`config.mk`:
```
export PLATFORM = sky130hd
export DESIGN_NAME = rv32_rf_wb_arbiter
export DESIGN_NICKNAME = d
export VERILOG_FILES = /design/src/rtl/rv32_rf_wb_arbiter.sv
export SDC_FILE = /design/constraint.sdc
export NUM_CORES = 1
export LEC_CHECK = 0
export CORE_MARGIN = 2
export CORE_UTILIZATION = 45
export CTS_CLUSTER_DIAMETER = 100
export DETAILED_ROUTE_END_ITERATION = 7
export PLACE_DENSITY = 0.81
export SLEW_MARGIN = 20
export SYNTH_ARGS = -nofsm -noshare
export SYNTH_HDL_FRONTEND = slang
export SYNTH_SLANG_ARGS = --single-unit
```
`constraint.sdc`:
```
create_clock -name clk -period 4.77 [get_ports clk]
set_input_delay 0.954 -clock clk [delete_from_list [all_inputs] [get_ports clk]]
set_output_delay 0.954 -clock clk [all_outputs]
set_load 0.01 [all_outputs]
```
`src/rtl/rv32_rf_wb_arbiter.sv`:
```
// Register-file write-port arbiter between the ALU writeback and the load response path.
// Includes a 1-entry load skid buffer, a pending-load scoreboard and a starvation stall.
module rv32_rf_wb_arbiter #(
  parameter int STARVE_MAX = 3,
  parameter int XLEN       = 32
) (
  input  logic            clk,
  input  logic            rst_n,
  input  logic            alu_wr_valid,
  input  logic [4:0]      alu_wr_rd,
  input  logic [XLEN-1:0] alu_wr_data,
  input  logic            ld_issue,
  input  logic [4:0]      ld_issue_rd,
  input  logic            ld_resp_valid,
  input  logic [4:0]      ld_resp_rd,
  input  logic [XLEN-1:0] ld_resp_data,
  output logic            ld_resp_ready,
  input  logic [4:0]      rs1_q,
  input  logic [4:0]      rs2_q,
  input  logic [4:0]      rd_q,
  output logic            issue_hazard,
  output logic            rf_we,
  output logic [4:0]      rf_rd,
  output logic [XLEN-1:0] rf_wdata,
  output logic            pipe_stall,
  output logic            err_waw
);

  typedef enum logic [1:0] {
    SRC_NONE,
    SRC_ALU,
    SRC_BUF,
    SRC_RESP
  } wb_src_e;

  wb_src_e         src;
  logic            buf_full;
  logic [4:0]      buf_rd;
  logic [XLEN-1:0] buf_data;
  logic [3:0]      starve_cnt;
  logic [31:0]     pending;
  logic [31:0]     pending_nxt;
  logic            accept;
  logic            buf_load;
  logic            buf_written;
  logic            load_written;
  logic            cnt_inc;
  logic            starve_hit;
  logic            alu_waw;
  logic [4:0]      win_rd;
  logic [XLEN-1:0] win_data;

  assign ld_resp_ready = ~buf_full;
  assign accept        = ld_resp_valid & ld_resp_ready;

  // A starved buffer outranks the ALU once the pipeline is frozen.
  always_comb begin
    src      = SRC_NONE;
    buf_load = 1'b0;
    if (pipe_stall && buf_full) begin
      src = SRC_BUF;
    end else if (alu_wr_valid) begin
      src      = SRC_ALU;
      buf_load = accept;
    end else if (buf_full) begin
      src = SRC_BUF;
    end else if (accept) begin
      src = SRC_RESP;
    end
  end

  always_comb begin
    win_rd   = 5'd0;
    win_data = '0;
    case (src)
      SRC_ALU: begin
        win_rd   = alu_wr_rd;
        win_data = alu_wr_data;
      end
      SRC_BUF: begin
        win_rd   = buf_rd;
        win_data = buf_data;
      end
      SRC_RESP: begin
        win_rd   = ld_resp_rd;
        win_data = ld_resp_data;
      end
      default: begin
        win_rd   = 5'd0;
        win_data = '0;
      end
    endcase
  end

  assign rf_we        = rst_n && (src != SRC_NONE) && (win_rd != 5'd0);
  assign rf_rd        = win_rd;
  assign rf_wdata     = win_data;
  assign buf_written  = (src == SRC_BUF);
  assign load_written = (src == SRC_BUF) || (src == SRC_RESP);
  assign alu_waw      = (src == SRC_ALU) && (alu_wr_rd != 5'd0) && pending[alu_wr_rd];

  assign cnt_inc    = buf_full && !buf_written;
  assign starve_hit = cnt_inc && (({1'b0, starve_cnt} + 5'd1) >= 5'(STARVE_MAX));

  // Clear first, then set, so a same-cycle issue to the same rd keeps it pending.
  always_comb begin
    pending_nxt = pending;
    if (load_written && (win_rd != 5'd0)) pending_nxt[win_rd] = 1'b0;
    if (ld_issue && (ld_issue_rd != 5'd0)) pending_nxt[ld_issue_rd] = 1'b1;
    pending_nxt[0] = 1'b0;
  end

  assign issue_hazard = ((rs1_q != 5'd0) && pending[rs1_q]) ||
                        ((rs2_q != 5'd0) && pending[rs2_q]) ||
                        ((rd_q  != 5'd0) && pending[rd_q]);

  always_ff @(posedge clk or negedge rst_n) begin
    if (!rst_n) begin
      buf_full   <= 1'b0;
      buf_rd     <= 5'd0;
      buf_data   <= '0;
      starve_cnt <= 4'd0;
      pending    <= 32'd0;
      pipe_stall <= 1'b0;
      err_waw    <= 1'b0;
    end else begin
      if (buf_load) begin
        buf_full <= 1'b1;
        buf_rd   <= ld_resp_rd;
        buf_data <= ld_resp_data;
      end else if (buf_written) begin
        buf_full <= 1'b0;
      end
      if (!cnt_inc) starve_cnt <= 4'd0;
      else if (starve_cnt != 4'd15) starve_cnt <= starve_cnt + 4'd1;
      pending    <= pending_nxt;
      pipe_stall <= starve_hit;
      err_waw    <= err_waw | alu_waw;
    end
  end

endmodule

```
==> impl_metrics.csv, run 1 <==
group,metric,value,unit
final_layout,nets,668,
setup_path,crit_top_cell,"clkdlybuf4s50_1",
setup_path,rr_startpoint,"buf_full",
setup_path,r2r_cells,6,
timing,fin_setup_tns,0,ns
setup_path,critical_path_class,"input port to output port",
setup_path,crit_path_cell_trace,"clkdlybuf4s50_1 -> mux4_2 -> nor4bb_1 -> a41oi_1 -> nand3_1 -> nor4_1 -> o2111ai_1 -> clkdlybuf4s50_1",
yosys,synth_warnings,0,
grt,grt_pass1_wl,22.8,mm
clock_network,cts_tree,"built",
timing,setup_ws,0.241,ns
grt,antenna_found_initial,0,
grt,grt.total_usage,0.252,
setup_path,slowest_delay,0.66,ns
timing,hold_viol,0,
yosys,synth_simple_gate_area_frac,0.131,
setup_path,start_kind,"input port",
yosys,avgSynthCellArea,11.0,um^2
yosys,ys_ff_latch,75,
route,wl_per_cell,20.9,um
yosys,synthMuxAreaShare,0.246,
yosys,synth_xor_area_frac,0.00182,
yosys,synthAdderAreaFrac,0.00521,
timing,rsz0062_at_grt,"false",
hold_path,min_path_type,"flip-flop to flip-flop",
grt,grt_start_max_net_pins,76,
route,vias,4505,
clock_network,numClockSinks,75,
yosys,synth_cell_types,49,
yosys,synthArstFlopShare,1.00,
setup_path,cp.arrival,3.58,ns
clock_network,clock_latency,0.36,ns
route,initialDrtViolationCount,354,
job,cap_violations,0,
route,drc,0,
timing,drv_slew,0,
power_and_ir_drop,p_leak,0.00264,uW
timing,fmax,221,MHz
floorplanning,start_util,0.465,
yosys,syn_inst,438,
yosys,synth_compound_area_frac,0.190,
timing,fin_worst_skew,0.0228,ns
clock_network,cts_hold_buf,0,
floorplanning,core,10300,um^2
clock_network,post_cts_buffers,0,
timing,slew_headroom,0.358,
route,firstDrtPassIters,6,
timing,hold_slack,0.505,ns
timing,period_needed,4.53,ns
clock_network,root_buffer,"clkbuf_8",
yosys,yosysSeqAreaShare,0.391,
placed_design,dp_hpwl,10.8,mm
route,postRouteWirelength,14.8,mm
final_layout,drive_above_1_share,0.178,
timing,setup_viol,0,
yosys,netlist_area,4800,um^2
yosys,synth_fp_nets,539,
clock_network,cts_buffer_depth,2,
yosys,ys.flop_type,"dfrtp_1",
clock_network,numCtsBuffers,9,
setup_path,worstPathMaxFanout,5,
floorplanning,fp.dieH,107,um
hold_path,min_path_cells,1,
status,status,"finished clean",
clock_network,postCtsResizedCells,0,
final_layout,synthToLayoutAreaGrowth,35.5,%
clock_network,h-tree-depth,3,
power_and_ir_drop,design_power_total,2140,uW
yosys,synth_top_family_by_area,"multiplexers",
setup_path,crit_slowest_cell,"clkdlybuf4s50_1",
timing,max_slew.worst_pin.slew,0.962,ns
setup_path,crit_path_end_kind,"output port",
placed_design,io_buffers,140,
setup_path,r2r_end,"pending[5]",
grt,overflow,0,
placed_design,place_ws,0.273,ns
floorplanning,placementRows,37,
grt,grt_pass1_vias,4578,
final_layout,diodes,0,
route,ant_nets,0,
setup_path,reg2reg_slack,2.09,ns
placed_design,place_congestion,0.922,
yosys,synth-edff-count,0,
clock_network,clk_pin_slew,0.08,ns
power_and_ir_drop,power_density,329,nW/um^2
final_layout,fin_util,0.631,
route,via_per_inst,6.36,
hold_path,whs_endpoint,"buf_data[25]",
floorplanning,ios,141,
timing,fin_crit_sh,0.950,
power_and_ir_drop,peakVddDrop,0.000152,V
hold_path,hp-start,"buf_data[25]",
setup_path,startpoint,"rd_q[0]",
floorplanning,dieArea,11500,um^2
floorplanning,die_x,107,um
setup_path,cp_data_required_time,3.82,ns
==> kinds of logic after synthesis <==
| family | Yosys count |
|---|---|
| AO/OA/AOI/OAI | 128 |
| XOR/XNOR | 1 |
| adder cells (fa/ha/maj) | 2 |
| buffers and inverters | 43 |
| flip-flops | 75 |
| multiplexers | 79 |
| AND/OR/NAND/NOR | 110 |
==> layout make-up <==
cell class | instances | area [um^2]
well taps | 136 | 170
fillers | 809 | 3810
clock inverters | 6 | 65.1
flip-flops and latches | 75 | 1880
clock buffers | 10 | 128
multi-input cells | 320 | 2760
repair buffers | 149 | 1470
inverters | 12 | 45.0
==> critical path: cells and delay by family <==
| family | cells | cell delay, ns |
|---|---|---|
| AND/OR/NAND/NOR | 3 | 0.55 |
| multiplexers | 1 | 0.54 |
| buffers and inverters | 2 | 1.18 |
| AO/OA/AOI/OAI | 2 | 0.35 |
==> state kept, by name, indices dropped and copies added, names as in the netlist <==
| register | count |
|---|---|
| buf_data | 32 |
| buf_full | 1 |
| buf_rd | 5 |
| err_waw | 1 |
| pending | 31 |
| pipe_stall | 1 |
| starve_cnt | 4 |
==> layer usage <==
| layer | up-vias | routed length (um) | track usage |
|---|---|---|---|
| li1 | 1998 | - | - |
| met1 | 2234 | 5760 | 0.326 |
| met2 | 246 | 7630 | 0.432 |
| met3 | 27 | 1080 | 0.0406 |
| met4 | 0 | 303 | 0.0816 |
| met5 | - | 0 | 0 |
==> Yosys cell counts (2+ instances only) <==
library cell | count | area share
a221o_1 | 32 | 0.067
o31ai_1 | 2 | 0.0031
mux2i_1 | 11 | 0.023
a21oi_1 | 6 | 0.0063
nor2_1 | 17 | 0.013
nand2_1 | 12 | 0.0094
a211oi_1 | 3 | 0.0047
a311oi_1 | 2 | 0.0036
nor3b_1 | 2 | 0.0031
and3_1 | 35 | 0.046
clkbuf_1 | 22 | 0.017
nand3_1 | 18 | 0.019
ha_1 | 2 | 0.0052
o21ai_1 | 3 | 0.0031
o21ai_0 | 61 | 0.064
dfrtp_1 | 75 | 0.39
nand2b_1 | 2 | 0.0026
mux2_2 | 41 | 0.096
nand4_1 | 4 | 0.0052
inv_1 | 12 | 0.0094
mux4_2 | 27 | 0.13
nor3_1 | 3 | 0.0031
nor4_1 | 3 | 0.0039
nand3b_1 | 5 | 0.0078
a221oi_2 | 3 | 0.0094
nand4b_1 | 3 | 0.0055
o211ai_1 | 2 | 0.0031
a22oi_1 | 2 | 0.0031
buf_2 | 6 | 0.0063
a31oi_1 | 2 | 0.0026
a2111oi_0 | 2 | 0.0036
==> cells in the final DEF (no fill, tap or decap), drive strengths merged, types with 3 or more instances in the layout <==
master and instances:
clkdlybuf4s50 139, dfrtp 75, o21ai 64, mux2 41
and3 35, a221o 32, mux4 27, nand3 18
nor2 17, inv 13, nand2 12, mux2i 11
buf 10, clkbuf 10, a21oi 6, nand3b 5
nand4 4, a221oi 3, nor3 3, nand4b 3
nor4 3, a211oi 3, nor3b 3, clkinv 3
==> stage by stage <==
stage,instances,cell area (um^2)
after floorplan,438,4800
after CTS,708,6510
after global placement,692,6320
after detailed placement,692,6320
final,708,6510
after global routing,708,6510
==> power breakdown <==
group,leakage [uW],internal [uW],switching (uW)
clock network,0.0000966,243,241
logic,0.00165,427,281
registers,0.000896,780,171
==> worst max path at each step <==
stage / to / slack [ns] / cells after the start
after detailed placement: issue_hazard / 0.27 / 8
after CTS: issue_hazard / 0.24 / 8
final: issue_hazard / 0.24 / 8
after global routing: issue_hazard / 0.11 / 7
after floorplan: issue_hazard / 1.34 / 7
after global placement: issue_hazard / 0.24 / 8
(Power assumes the default switching activity.)
==> run 2: changes to the inputs <==
==> constraint.sdc (replaced) <==
create_clock -name clk -period 4.26 [get_ports clk]
set_input_delay 0.852 -clock clk [delete_from_list [all_inputs] [get_ports clk]]
set_output_delay 0.852 -clock clk [all_outputs]
set_load 0.01 [all_outputs]
==> impl_metrics.csv, run 2 (synthesis gave the netlist of run 1 again) <==
group,metric,value,unit
setup_path,crit_buf_inv,2,
timing,fin_setup_tns,0,ns
final_layout,diodes,0,
setup_path,slowest_delay,0.59,ns
floorplanning,die_x,107,um
setup_path,startpoint,"alu_wr_valid",
clock_network,numCtsBuffers,9,
hold_path,hp-start,"buf_data[17]",
timing,rsz0062_at_grt,"false",
floorplanning,ios,141,
route,met2_length,7.66,mm
final_layout,layout_commonest_cell,"clkdlybuf4s50_1",
power_and_ir_drop,peakVddDrop,0.000201,V
timing,hold_viol,0,
final_layout,most-common-layout-cells,"clkdlybuf4s50_1, dfrtp_1, o21ai_0",
clock_network,numClockSinks,75,
final_layout,synthToLayoutAreaGrowth,37.6,%
status,status,"finished clean",
clock_network,root_buffer,"clkbuf_8",
route,via_per_inst,6.42,
route,drc,0,
final_layout,nets,679,
final_layout,largest_reg_flops,32,
route,initialDrtViolationCount,432,
grt,grt.total_usage,0.258,
placed_design,io_buffers,140,
setup_path,critical_path_class,"input port to output port",
setup_path,worstPathMaxFanout,9,
grt,grt_pass1_vias,4579,
setup_path,cp.arrival,3.23,ns
setup_path,cpLargestDelayFamily,"buffers and inverters",
timing,fmax,245,MHz
power_and_ir_drop,power_density,363,nW/um^2
setup_path,cp_data_required_time,3.41,ns
timing,period_needed,4.08,ns
route,top_layer_used,"met4",
clock_network,h-tree-depth,3,
floorplanning,start_util,0.465,
clock_network,cts_hold_buf,0,
hold_path,min_path_type,"flip-flop to flip-flop",
route,postRouteWirelength,15.0,mm
timing,setup_viol,0,
route,vias,4613,
power_and_ir_drop,p_leak,0.00270,uW
floorplanning,placementRows,37,
grt,grt_pass1_wl,23.1,mm
final_layout,regMostFlops,"buf_data",
route,firstDrtPassIters,5,
grt,overflow,0,
timing,drv_slew,0,
route,dr_wl_met3,1.08,mm
final_layout,fill_cells,801,
clock_network,clk_pin_slew,0.08,ns
floorplanning,fp.dieH,107,um
clock_network,post_cts_buffers,0,
final_layout,fin_util,0.640,
timing,fin_worst_skew,0.0167,ns
final_layout,drive_above_1_share,0.194,
clock_network,cts_tree,"built",
placed_design,place_congestion,0.953,
timing,max_slew.worst_pin.slew,0.943,ns
clock_network,clock_latency,0.35,ns
setup_path,reg2reg_slack,1.66,ns
route,ant_nets,0,
setup_path,crit_path_cell_trace,"clkdlybuf4s50_1 -> a21bo_1 -> and3_1 -> a221oi_2 -> nand3_1 -> nor2_1 -> nor2_1 -> clkdlybuf4s50_1",
setup_path,crit_slowest_cell,"clkdlybuf4s50_1",
timing,slew_headroom,0.371,
route,wl_per_cell,20.9,um
final_layout,reg_top3,"buf_data: 32 flops, pending: 31 flops, buf_rd: 5 flops",
setup_path,start_kind,"input port",
setup_path,crit_path_end_kind,"output port",
timing,fin_crit_sh,0.958,
setup_path,rr_startpoint,"buf_full",
floorplanning,core,10300,um^2
grt,antenna_found_initial,0,
floorplanning,dieArea,11500,um^2
grt,grt_start_max_net_pins,76,
job,cap_violations,0,
clock_network,postCtsResizedCells,0,
clock_network,cts_buffer_depth,2,
placed_design,dp_hpwl,11.1,mm
route,met1_length,5.96,mm
[run 2: metal layers]
layer / track usage / up-vias
li1: - / 2024
met1: 0.341 / 2327
met2: 0.439 / 239
met3: 0.0357 / 23
met4: 0.0826 / 0
met5: 0 / -
[run 2: per-stage QoR]
| stage | setup slack, ns | total power, uW | cells | area, um^2 | hold slack (ns) |
|---|---|---|---|---|---|
| floorplan | 1.03 | 1470 | 438 | 4800 | 0.471 |
| global placement | 0.0348 | 1830 | 703 | 6410 | 0.479 |
| detailed placement | 0.0350 | 1860 | 703 | 6410 | 0.487 |
| CTS | 0.0121 | 2390 | 718 | 6600 | 0.505 |
| global route | 0.116 | 2520 | 718 | 6610 | 0.516 |
| finish | 0.179 | 2400 | 718 | 6610 | 0.503 |
[run 2: power breakdown]
part | switching (uW) | internal (uW)
clock | 269 | 268
sequential | 180 | 873
combinational | 325 | 487
[run 2: path summary, 6_finish.rpt]
path | depth (start not counted) | to
max | 8 | rf_we
min | 1 | buf_data[17]
max reg2reg | 6 | pending[30]
min reg2reg | 1 | buf_data[17]
max in group asynchronous | 2 | buf_data[6]
min in group asynchronous | 2 | pending[21]
[run 2: layout make-up]
| class | count | area, um^2 | share of cell area |
|---|---|---|---|
| Multi-Input combinational cell | 320 | 2770 | 0.418 |
| Sequential cell | 75 | 1880 | 0.284 |
| Clock buffer | 9 | 124 | 0.0187 |
| Clock inverter | 6 | 65.1 | 0.00984 |
| Timing Repair Buffer | 160 | 1560 | 0.237 |
| Tap cell | 136 | 170 | 0.0257 |
| Inverter | 12 | 45.0 | 0.00681 |
==> run 3: changes to the inputs <==
--- a/config.mk
+++ b/config.mk
@@ -5,11 +5,12 @@
 export SDC_FILE = /design/constraint.sdc
 export NUM_CORES = 1
 export LEC_CHECK = 0
+export ABC_AREA = 1
 export CORE_MARGIN = 2
 export CORE_UTILIZATION = 45
 export CTS_CLUSTER_DIAMETER = 100
 export DETAILED_ROUTE_END_ITERATION = 7
-export PLACE_DENSITY = 0.81
+export PLACE_DENSITY = 0.79
 export SLEW_MARGIN = 20
 export SYNTH_ARGS = -nofsm -noshare
 export SYNTH_HDL_FRONTEND = slang
==> constraint.sdc (replaced) <==
create_clock -name clk -period 4.4 [get_ports clk]
set_input_delay 0.88 -clock clk [delete_from_list [all_inputs] [get_ports clk]]
set_output_delay 0.88 -clock clk [all_outputs]
set_load 0.01 [all_outputs]
==> impl_metrics.csv, run 3 <==
group,metric,value,unit
status,status,"finished clean",
clock_network,cts_tree,"built",
yosys,yosys.area.top_type,"dfrtp_1",
setup_path,cpLargestDelayFamily,"buffers and inverters",
floorplanning,placementRows,40,
final_layout,regMostFlops,"buf_data",
clock_network,post_cts_buffers,0,
grt,grt_pass1_vias,5733,
timing,period_needed,3.98,ns
setup_path,crit_slowest_cell,"clkdlybuf4s50_1",
final_layout,drive_above_1_share,0.0480,
route,vias,6143,
power_and_ir_drop,power_density,353,nW/um^2
placed_design,dpl-instance-area,6900,um^2
yosys,yosysSeqAreaShare,0.347,
final_layout,nets,1075,
route,postRouteWirelength,17.2,mm
floorplanning,fp.dieH,114,um
route,ant_nets,0,
yosys,synth-edff-count,0,
placed_design,dp_hpwl,13.0,mm
power_and_ir_drop,peakVddDrop,0.000203,V
setup_path,crit_path_end_kind,"output port",
power_and_ir_drop,p_leak,0.00341,uW
yosys,ys.flop_type,"dfrtp_1",
route,drc,0,
placed_design,io_buffers,140,
timing,fin_worst_skew,0.00638,ns
setup_path,worstPathMaxFanout,21,
route,via_per_inst,5.46,
clock_network,numClockSinks,75,
yosys,synth_cell_types,28,
yosys,ys_ff_latch,75,
final_layout,design_area,7200,um^2
setup_path,cp.arrival,3.10,ns
yosys,synth_warnings,0,
clock_network,root_buffer,"clkbuf_16",
setup_path,crit_path_cell_trace,"clkdlybuf4s50_1 -> nand2_2 -> inv_2 -> buf_4 -> nand2_1 -> o211ai_1 -> clkdlybuf4s50_1",
yosys,netlist_area,5410,um^2
timing,rsz0062_at_grt,"false",
job,cap_violations,0,
clock_network,cts_hold_buf,0,
route,initialDrtViolationCount,559,
timing,setup_viol,0,
timing,fin_setup_tns,0,ns
power_and_ir_drop,design_power_total,2540,uW
final_layout,reg_top3,"buf_data: 32 flops, pending: 31 flops, buf_rd: 5 flops",
setup_path,critical_path_class,"input port to output port",
clock_network,numCtsBuffers,9,
yosys,synth_area_leaders,"dfrtp_1, nand2_1, nand3_1",
grt,grt_start_max_net_pins,76,
hold_path,min_path_type,"flip-flop to flip-flop",
setup_path,crit_top_cell,"clkdlybuf4s50_1",
clock_network,clock_latency,0.34,ns
yosys,synthArstFlopShare,1.00,
clock_network,cts_buffer_depth,2,
yosys,synth_top_area_frac,0.347,
setup_path,slowest_delay,0.60,ns
yosys,syn_inst,851,
timing,max_slew.worst_pin.slew,1.12,ns
clock_network,h-tree-depth,3,
yosys,synth_fp_nets,952,
final_layout,synthToLayoutAreaGrowth,33.1,%
setup_path,start_kind,"input port",
yosys,synth.most_common_cell,"nand2_1",
final_layout,fill_cells,1082,
route,firstDrtPassIters,5,
setup_path,cp_data_required_time,3.52,ns
route,wl_per_cell,15.3,um
floorplanning,ios,141,
clock_network,postCtsResizedCells,0,
final_layout,layout_commonest_cell,"nand2_1",
timing,drv_slew,0,
timing,slew_headroom,0.248,
floorplanning,die_x,114,um
grt,overflow,0,
clock_network,clk_pin_slew,0.06,ns
floorplanning,core,11900,um^2
yosys,synthTopCellsByCount,"nand2_1, nand3_1, inv_1, dfrtp_1, nor2_1",
yosys,avgSynthCellArea,6.36,um^2
final_layout,largest_reg_flops,32,
final_layout,diodes,0,
grt,grt.total_usage,0.275,
grt,grt_pass1_wl,28.5,mm
setup_path,reg2reg_slack,1.98,ns
floorplanning,dieArea,12900,um^2
timing,hold_viol,0,
final_layout,most-common-layout-cells,"nand2_1, nand3_1, clkdlybuf4s50_1",
timing,fmax,252,MHz
floorplanning,start_util,0.456,
timing,fin_crit_sh,0.904,
setup_path,crit_buf_inv,4,
grt,antenna_found_initial,0,
placed_design,place_congestion,0.990,
## run 3: changes by cell type in the layout (fill, tap and decap cells not counted), moves of 35 or more
cell,change
o211ai_1,+39
nand2_1,+299
mux2_2,-36
and3_1,-35
inv_1,+71
nor2_1,+38
nand3_1,+130
## run 3: tightest hold or removal path, cell delays in order, from the launching register on
cell and delay (ns):
dfrtp_1 0.35, nand2_1 0.06, nand2_1 0.05
## run 3: final timing paths
check	from	endpoint	depth (start not counted)
worst max-delay path	alu_wr_valid	rf_wdata[23]	7
worst min-delay path	pending[18]	pending[18]	2
worst max register to register	buf_full	pending[22]	11
worst min register to register	pending[18]	pending[18]	2
max in group asynchronous	rst_n	pending[2]	2
min in group asynchronous	rst_n	buf_data[18]	2
## run 3: kinds of logic (layout without fill, tap and decap cells)
logic type / after synthesis / after routing / share of synthesized area
adders and majority gates: 2 / 2 / 0.00462
and+or+nand+nor: 545 / 545 / 0.431
AOI/OAI and AO/OA: 97 / 97 / 0.110
DFF: 75 / 75 / 0.347
muxes: 5 / 5 / 0.0104
buffers and inverters: 124 / 252 / 0.0920
xor gates and xnor gates: 3 / 3 / 0.00485
## run 3: metal layers
metal | routed length [um] | part of all wire | global-route usage | up-vias
li1 | - | - | - | 3028
met1 | 7080 | 0.41 | 0.355 | 2796
met2 | 8140 | 0.47 | 0.454 | 275
met3 | 1460 | 0.085 | 0.0553 | 44
met4 | 527 | 0.031 | 0.112 | 0
met5 | 0 | 0 | 0 | -
## run 3: per-stage QoR
step            util  setup slack [ns]  hold WS (ns)  instances
2_1_floorplan      -              1.55         0.442        851
3_5_place_dp   0.582             0.405         0.466       1110
6_report       0.607             0.425         0.479       1126
5_1_grt        0.607             0.247         0.499       1126
4_1_cts        0.607             0.402         0.483       1126
3_3_place_gp   0.582             0.472         0.455       1110
## run 3: final cells by class
class | count | area (um^2) | share of cell area
clock buffers | 10 | 239 | 0.0332
multi-input cells | 652 | 3040 | 0.423
clock inverters | 6 | 63.8 | 0.00886
well taps | 147 | 184 | 0.0255
flip-flops and latches | 75 | 1880 | 0.261
repair buffers | 150 | 1470 | 0.205
inverters | 86 | 323 | 0.0448
## run 3: report_power, final
part	leakage, uW	switching (uW)	internal, uW
clock	0.000145	288	454
sequential	0.000914	161	846
combinational	0.00235	451	343
